**config.mk**
```make
export PLATFORM = sky130hd
export DESIGN_NAME = uart_tx9
export DESIGN_NICKNAME = d
export VERILOG_FILES = /design/src/rtl/uart_tx9.sv
export SDC_FILE = /design/constraint.sdc
export NUM_CORES = 1
export LEC_CHECK = 0
export BUFFER_PORTS_ARGS = -buffer_cell sky130_fd_sc_hd__buf_2
export CAP_MARGIN = 20
export CORE_MARGIN = 8
export CORE_UTILIZATION = 60
export CTS_CLUSTER_SIZE = 8
export DETAILED_ROUTE_END_ITERATION = 16
export PLACE_DENSITY = 0.75
export SKIP_LAST_GASP = 1
export SYNTH_ARGS = -nofsm -noshare
export SYNTH_HDL_FRONTEND = slang
export SYNTH_SLANG_ARGS = --single-unit
```
**constraint.sdc**
```tcl
create_clock -name clock -period 3.1 [get_ports clock]
set_input_delay 0.155 -clock clock [delete_from_list [all_inputs] [get_ports clock]]
set_output_delay 0.155 -clock clock [all_outputs]
set_load 0.005 [all_outputs]
```
**src/rtl/uart_tx9.sv**
```systemverilog
// Serial transmitter for 9-bit ATC reply words: a small holding FIFO feeding a
// start / 9 data / optional odd parity / stop framer on a single idle-high line.
module uart_tx9 #(
  parameter int CLKS_PER_BIT = 16,
  parameter int DEPTH        = 4,
  parameter int PARITY_EN    = 0
) (
  input  logic       clock,
  input  logic       reset,
  input  logic [8:0] tx_data,
  input  logic       tx_en,
  input  logic       clr_overflow,
  output logic       tx_serial,
  output logic       busy,
  output logic       full,
  output logic       overflow
);

  localparam int AW = $clog2(DEPTH);
  localparam int CW = $clog2(CLKS_PER_BIT);
  localparam logic [CW-1:0] CYC_LAST  = CW'(CLKS_PER_BIT - 1);
  localparam logic [AW:0]   DEPTH_CNT = (AW+1)'(DEPTH);

  localparam logic [2:0] S_IDLE   = 3'd0;
  localparam logic [2:0] S_START  = 3'd1;
  localparam logic [2:0] S_DATA   = 3'd2;
  localparam logic [2:0] S_PARITY = 3'd3;
  localparam logic [2:0] S_STOP   = 3'd4;

  logic [2:0]    state;
  logic [CW-1:0] cyc_cnt;
  logic [3:0]    bit_cnt;
  logic [8:0]    shreg;
  logic          parity_bit;

  logic [8:0]    mem [DEPTH];
  logic [AW-1:0] wr_ptr;
  logic [AW-1:0] rd_ptr;
  logic [AW:0]   count;

  logic fifo_empty;
  logic fifo_full;
  logic bit_done;
  logic pop;
  logic push;

  assign fifo_empty = (count == '0);
  assign fifo_full  = (count == DEPTH_CNT);
  assign bit_done   = (cyc_cnt == CYC_LAST);
  // A pop frees a slot on the same edge, so a write to a full FIFO still lands.
  assign pop  = !fifo_empty && ((state == S_IDLE) || ((state == S_STOP) && bit_done));
  assign push = tx_en && (!fifo_full || pop);
  assign full = fifo_full;

  always_ff @(posedge clock) begin
    if (push) mem[wr_ptr] <= tx_data;
  end

  always_ff @(posedge clock) begin
    if (reset) begin
      wr_ptr <= '0;
      rd_ptr <= '0;
      count  <= '0;
    end else begin
      if (push) wr_ptr <= wr_ptr + 1'b1;
      if (pop)  rd_ptr <= rd_ptr + 1'b1;
      case ({push, pop})
        2'b10:   count <= count + 1'b1;
        2'b01:   count <= count - 1'b1;
        default: count <= count;
      endcase
    end
  end

  // A dropped word wins over a same-cycle clear so no loss goes unreported.
  always_ff @(posedge clock) begin
    if (reset)                             overflow <= 1'b0;
    else if (tx_en && fifo_full && !pop)   overflow <= 1'b1;
    else if (clr_overflow)                 overflow <= 1'b0;
  end

  always_ff @(posedge clock) begin
    if (reset) begin
      state      <= S_IDLE;
      cyc_cnt    <= '0;
      bit_cnt    <= '0;
      shreg      <= '0;
      parity_bit <= 1'b0;
    end else begin
      case (state)
        S_IDLE: begin
          cyc_cnt <= '0;
          bit_cnt <= '0;
          if (pop) begin
            shreg      <= mem[rd_ptr];
            parity_bit <= ~^mem[rd_ptr];
            state      <= S_START;
          end
        end
        S_START: begin
          if (bit_done) begin
            cyc_cnt <= '0;
            state   <= S_DATA;
          end else begin
            cyc_cnt <= cyc_cnt + 1'b1;
          end
        end
        S_DATA: begin
          if (bit_done) begin
            cyc_cnt <= '0;
            shreg   <= shreg >> 1;
            if (bit_cnt == 4'd8) begin
              bit_cnt <= '0;
              state   <= (PARITY_EN != 0) ? S_PARITY : S_STOP;
            end else begin
              bit_cnt <= bit_cnt + 4'd1;
            end
          end else begin
            cyc_cnt <= cyc_cnt + 1'b1;
          end
        end
        S_PARITY: begin
          if (bit_done) begin
            cyc_cnt <= '0;
            state   <= S_STOP;
          end else begin
            cyc_cnt <= cyc_cnt + 1'b1;
          end
        end
        S_STOP: begin
          if (bit_done) begin
            cyc_cnt <= '0;
            if (pop) begin
              shreg      <= mem[rd_ptr];
              parity_bit <= ~^mem[rd_ptr];
              state      <= S_START;
            end else begin
              state <= S_IDLE;
            end
          end else begin
            cyc_cnt <= cyc_cnt + 1'b1;
          end
        end
        default: state <= S_IDLE;
      endcase
    end
  end

  // Line and busy are registered from the state, so they trail it by one edge.
  always_ff @(posedge clock) begin
    if (reset) begin
      tx_serial <= 1'b1;
      busy      <= 1'b0;
    end else begin
      case (state)
        S_START:  tx_serial <= 1'b0;
        S_DATA:   tx_serial <= shreg[0];
        S_PARITY: tx_serial <= parity_bit;
        default:  tx_serial <= 1'b1;
      endcase
      busy <= (state != S_IDLE) || !fifo_empty;
    end
  end

endmodule

```
==> out/qor.json <==
{
  "outcome": {
    "status": "finished clean"
  },
  "sta": {
    "hold_viol_final": 0,
    "max_clock_freq_mhz": 404,
    "final.setup.tns_ns": 0,
    "final-max-slew-violation-count": 0,
    "rsz0062_at_grt": "false",
    "max_clock_skew_ns": 0.00749,
    "finalSetupViolations": 0,
    "final.min_clock_period_ns": 2.48,
    "maxSlewHeadroom": 0.610,
    "worstMarginPinSlew_ns": 0.585,
    "final_min_period_over_clock_period": 0.799,
    "post-route-worst-setup-slack_ns": 0.623
  },
  "finish": {
    "area.growth.synth_to_final_pct": 10.8,
    "layout-drive-gt1-share": 0.172,
    "final_cell_mix": "edfxtp_1, dfxtp_1, a21oi_1, nor2_1, buf_2",
    "final_core_density": 0.678,
    "n_antenna_cell": 0,
    "layout.cell_area.non_filler_sq_mm": 0.00342,
    "layout.cells.most_common": "edfxtp_1",
    "fin_nets": 284
  },
  "synth": {
    "syn_nets": 266,
    "synth_top_family_by_area": "compound AO/OA/AOI/OAI gates",
    "synth.area.mux_share": 0.110,
    "synthFlopType": "edfxtp_1",
    "syn_avg_cell_area_sq_um": 12.6,
    "synth_fa_ha_area_frac": 0.0349,
    "post_syn_area_sq_mm": 0.00309,
    "ys_top_cells_by_area": "edfxtp_1, dfxtp_1, a21oi_1",
    "netlist.area_leader.share": 0.350,
    "synth_enable_flop_cells": 36,
    "synthesis.instances": 245,
    "synth_sequential_area_ratio": 0.564,
    "ys_async_sr_fraction": 0,
    "share_of_the_synthesized_netlist_area_taken_by_xor_and_xnor_gates": 0.0406,
    "yosys_register_bits": 69,
    "synth_compound_area_frac": 0.118,
    "synth-simple-area-share": 0.0998,
    "yosys_warnings": 0,
    "cell_accounting_for_the_most_synthesized_area": "edfxtp_1",
    "synth.distinct_cells": 48
  },
  "drt": {
    "total_wirelength_of_the_detailed_routed_design_um": 5080,
    "drc": 0,
    "average_detailed_routed_wire_length_per_instance_um": 15.0,
    "antenna_left": 0,
    "post_drt_via_cell_ratio": 5.65,
    "number_of_vias_after_detailed_routing": 1911,
    "first_pass_iters": 4,
    "drtIter0Drc": 78
  },
  "setup_path": {
    "worst-setup-path-type": "flop to flop",
    "cp-startpoint": "cyc_cnt[0]$_SDFFE_PP0P_",
    "cp-endpoint": "count[2]$_SDFFE_PP0P_",
    "reg2reg_depth": 9,
    "worst_path_maximum_fanout": 7,
    "worst_setup_path_start_kind": "flop",
    "critPathRequiredTime_ns": 3.36,
    "cp-end-kind": "flop",
    "cp.arrival_ns": 2.74,
    "ff2ff_setup_slack_ns": 0.62,
    "r2r_end": "count[2]$_SDFFE_PP0P_",
    "critical_path.reg2reg.startpoint": "cyc_cnt[0]$_SDFFE_PP0P_"
  },
  "clocking": {
    "root_buffer": "clkbuf_8",
    "max-clock-path-buffers": 2,
    "tritoncts_num_sinks": 69,
    "clock_tree_from_tritoncts": "built",
    "h-tree-depth": 3,
    "cts_resized": 0,
    "post_cts_hold_buffer_count": 0,
    "post-cts-setup-buffer-count": 0,
    "clkSlewWorstSetupHoldPaths_ns": 0.07,
    "clkLatencyLatePin_ns": 0.34,
    "cts_buffers": 9
  },
  "global_routing": {
    "grt_max_degree": 33,
    "antenna_found_initial": 0,
    "globalRouteTotalUtil": 0.145,
    "grt_remaining_overflow": 0,
    "grt_pass1_wl_um": 8390,
    "grt_pass1_vias": 1806
  },
  "floorplan": {
    "die-height_um": 87.7,
    "horizontal_extent_of_the_die_um": 87.7,
    "io-pin-count": 17,
    "core-area_sq_mm": 0.00504,
    "die_area_sq_mm": 0.00769,
    "initial_util": 0.612,
    "std_cell_rows": 26
  },
  "placement": {
    "post_dp_cell_area_sq_mm": 0.00322,
    "place.port_buffers": 16,
    "dp_worst_setup_slack_ns": 0.597,
    "place.gp.congestion": 0.731,
    "place_hpwl_um": 3460
  },
  "run": {
    "cap_violations": 0
  },
  "hold_path": {
    "hold_class": "primary input to flop"
  },
  "pwr": {
    "power.leakage_uw": 0.00122,
    "irDropWorstVdd_uv": 546,
    "power_per_cell_area_mw_per_mm2": 893
  }
}
layout make-up:
cell class	instances	area, sq um
clock buffers	9	124
clock inverters	7	72.6
fillers	370	1620
inverters	10	37.5
multi-input cells	153	1240
flip-flops and latches	69	1740
well taps	70	87.6
repair buffers	20	110
flip-flops by register name, summed over array words and instances (netlist names), named ones only:
signal      flops
rd_ptr          2
overflow        1
wr_ptr          2
count           3
busy            1
mem            36
state           3
parity_bit      1
shreg           9
tx_serial       1
bit_cnt         4
cyc_cnt         4
metal layers:
metal / track usage / vias to the layer above / wire length [um]
met2: 0.239 / 31 / 2580
met4: 0.0578 / 0 / 58
li1: - / 957 / -
met3: 0.0582 / 8 / 195
met1: 0.164 / 915 / 2240
met5: 0 / - / 0
cells by family (layout without fill, tap and decap cells):
group / count (synthesis) / count (layout)
flip-flops: 69 / 69
AO/OA/AOI/OAI: 53 / 53
XOR/XNOR: 11 / 11
AND/OR/NAND/NOR: 60 / 60
buffers and inverters: 23 / 46
adder cells (fa/ha/maj): 8 / 8
multiplexers: 21 / 21
cell usage after synthesis (all sizes together) (2+ instances only):
cell type and count:
a211oi 2, a21boi 3, a21o 2, a21oi 24
a311oi 9, and2 4, buf 4, clkbuf 9
dfxtp 33, edfxtp 36, ha 7, inv 9
mux2i 11, mux4 9, nand2 10, nand3 6
nor2 18, nor2b 3, nor3 8, nor3b 3
o21a 2, o21ai 4, or3 2, xnor2 8
xor2 2
worst min path at each step:
stage	start	end	slack (ns)	depth (start not counted)
final	tx_data[8]	mem[3][8]$_DFFE_PP_	0.03	1
after global routing	tx_data[5]	mem[0][5]$_DFFE_PP_	0.005	1
after CTS	tx_data[8]	mem[3][8]$_DFFE_PP_	0.007	1
after detailed placement	tx_data[0]	mem[3][0]$_DFFE_PP_	0.37	1
after global placement	tx_data[5]	mem[2][5]$_DFFE_PP_	0.37	1
after floorplan	reset	shreg[6]$_SDFFE_PP0P_	0.23	1
worst max-delay path, cell delays in order, from the launching register on:
cell and delay (ns):
dfxtp_1 0.37, ha_1 0.20, nand3_2 0.16, a2111oi_4 0.55
nand2b_1 0.22, fa_1 0.39, inv_1 0.07, o2111ai_1 0.10
and3b_1 0.20, nor3_1 0.14
where the power goes:
group	internal, uW	total (uW)	switching (uW)
Sequential	1120	1240	119
Combinational	538	1100	558
Clock	375	721	345
metrics by stage:
stage,hold slack (ns),instances,power (uW)
after CTS,0.00726,338,3090
final,0.0277,338,3050
after global placement,0.367,322,2330
after detailed placement,0.371,322,2360
after floorplan,0.227,245,2140
after global routing,0.00544,338,3260
No activity file was read; power rests on OpenSTA's default activity.
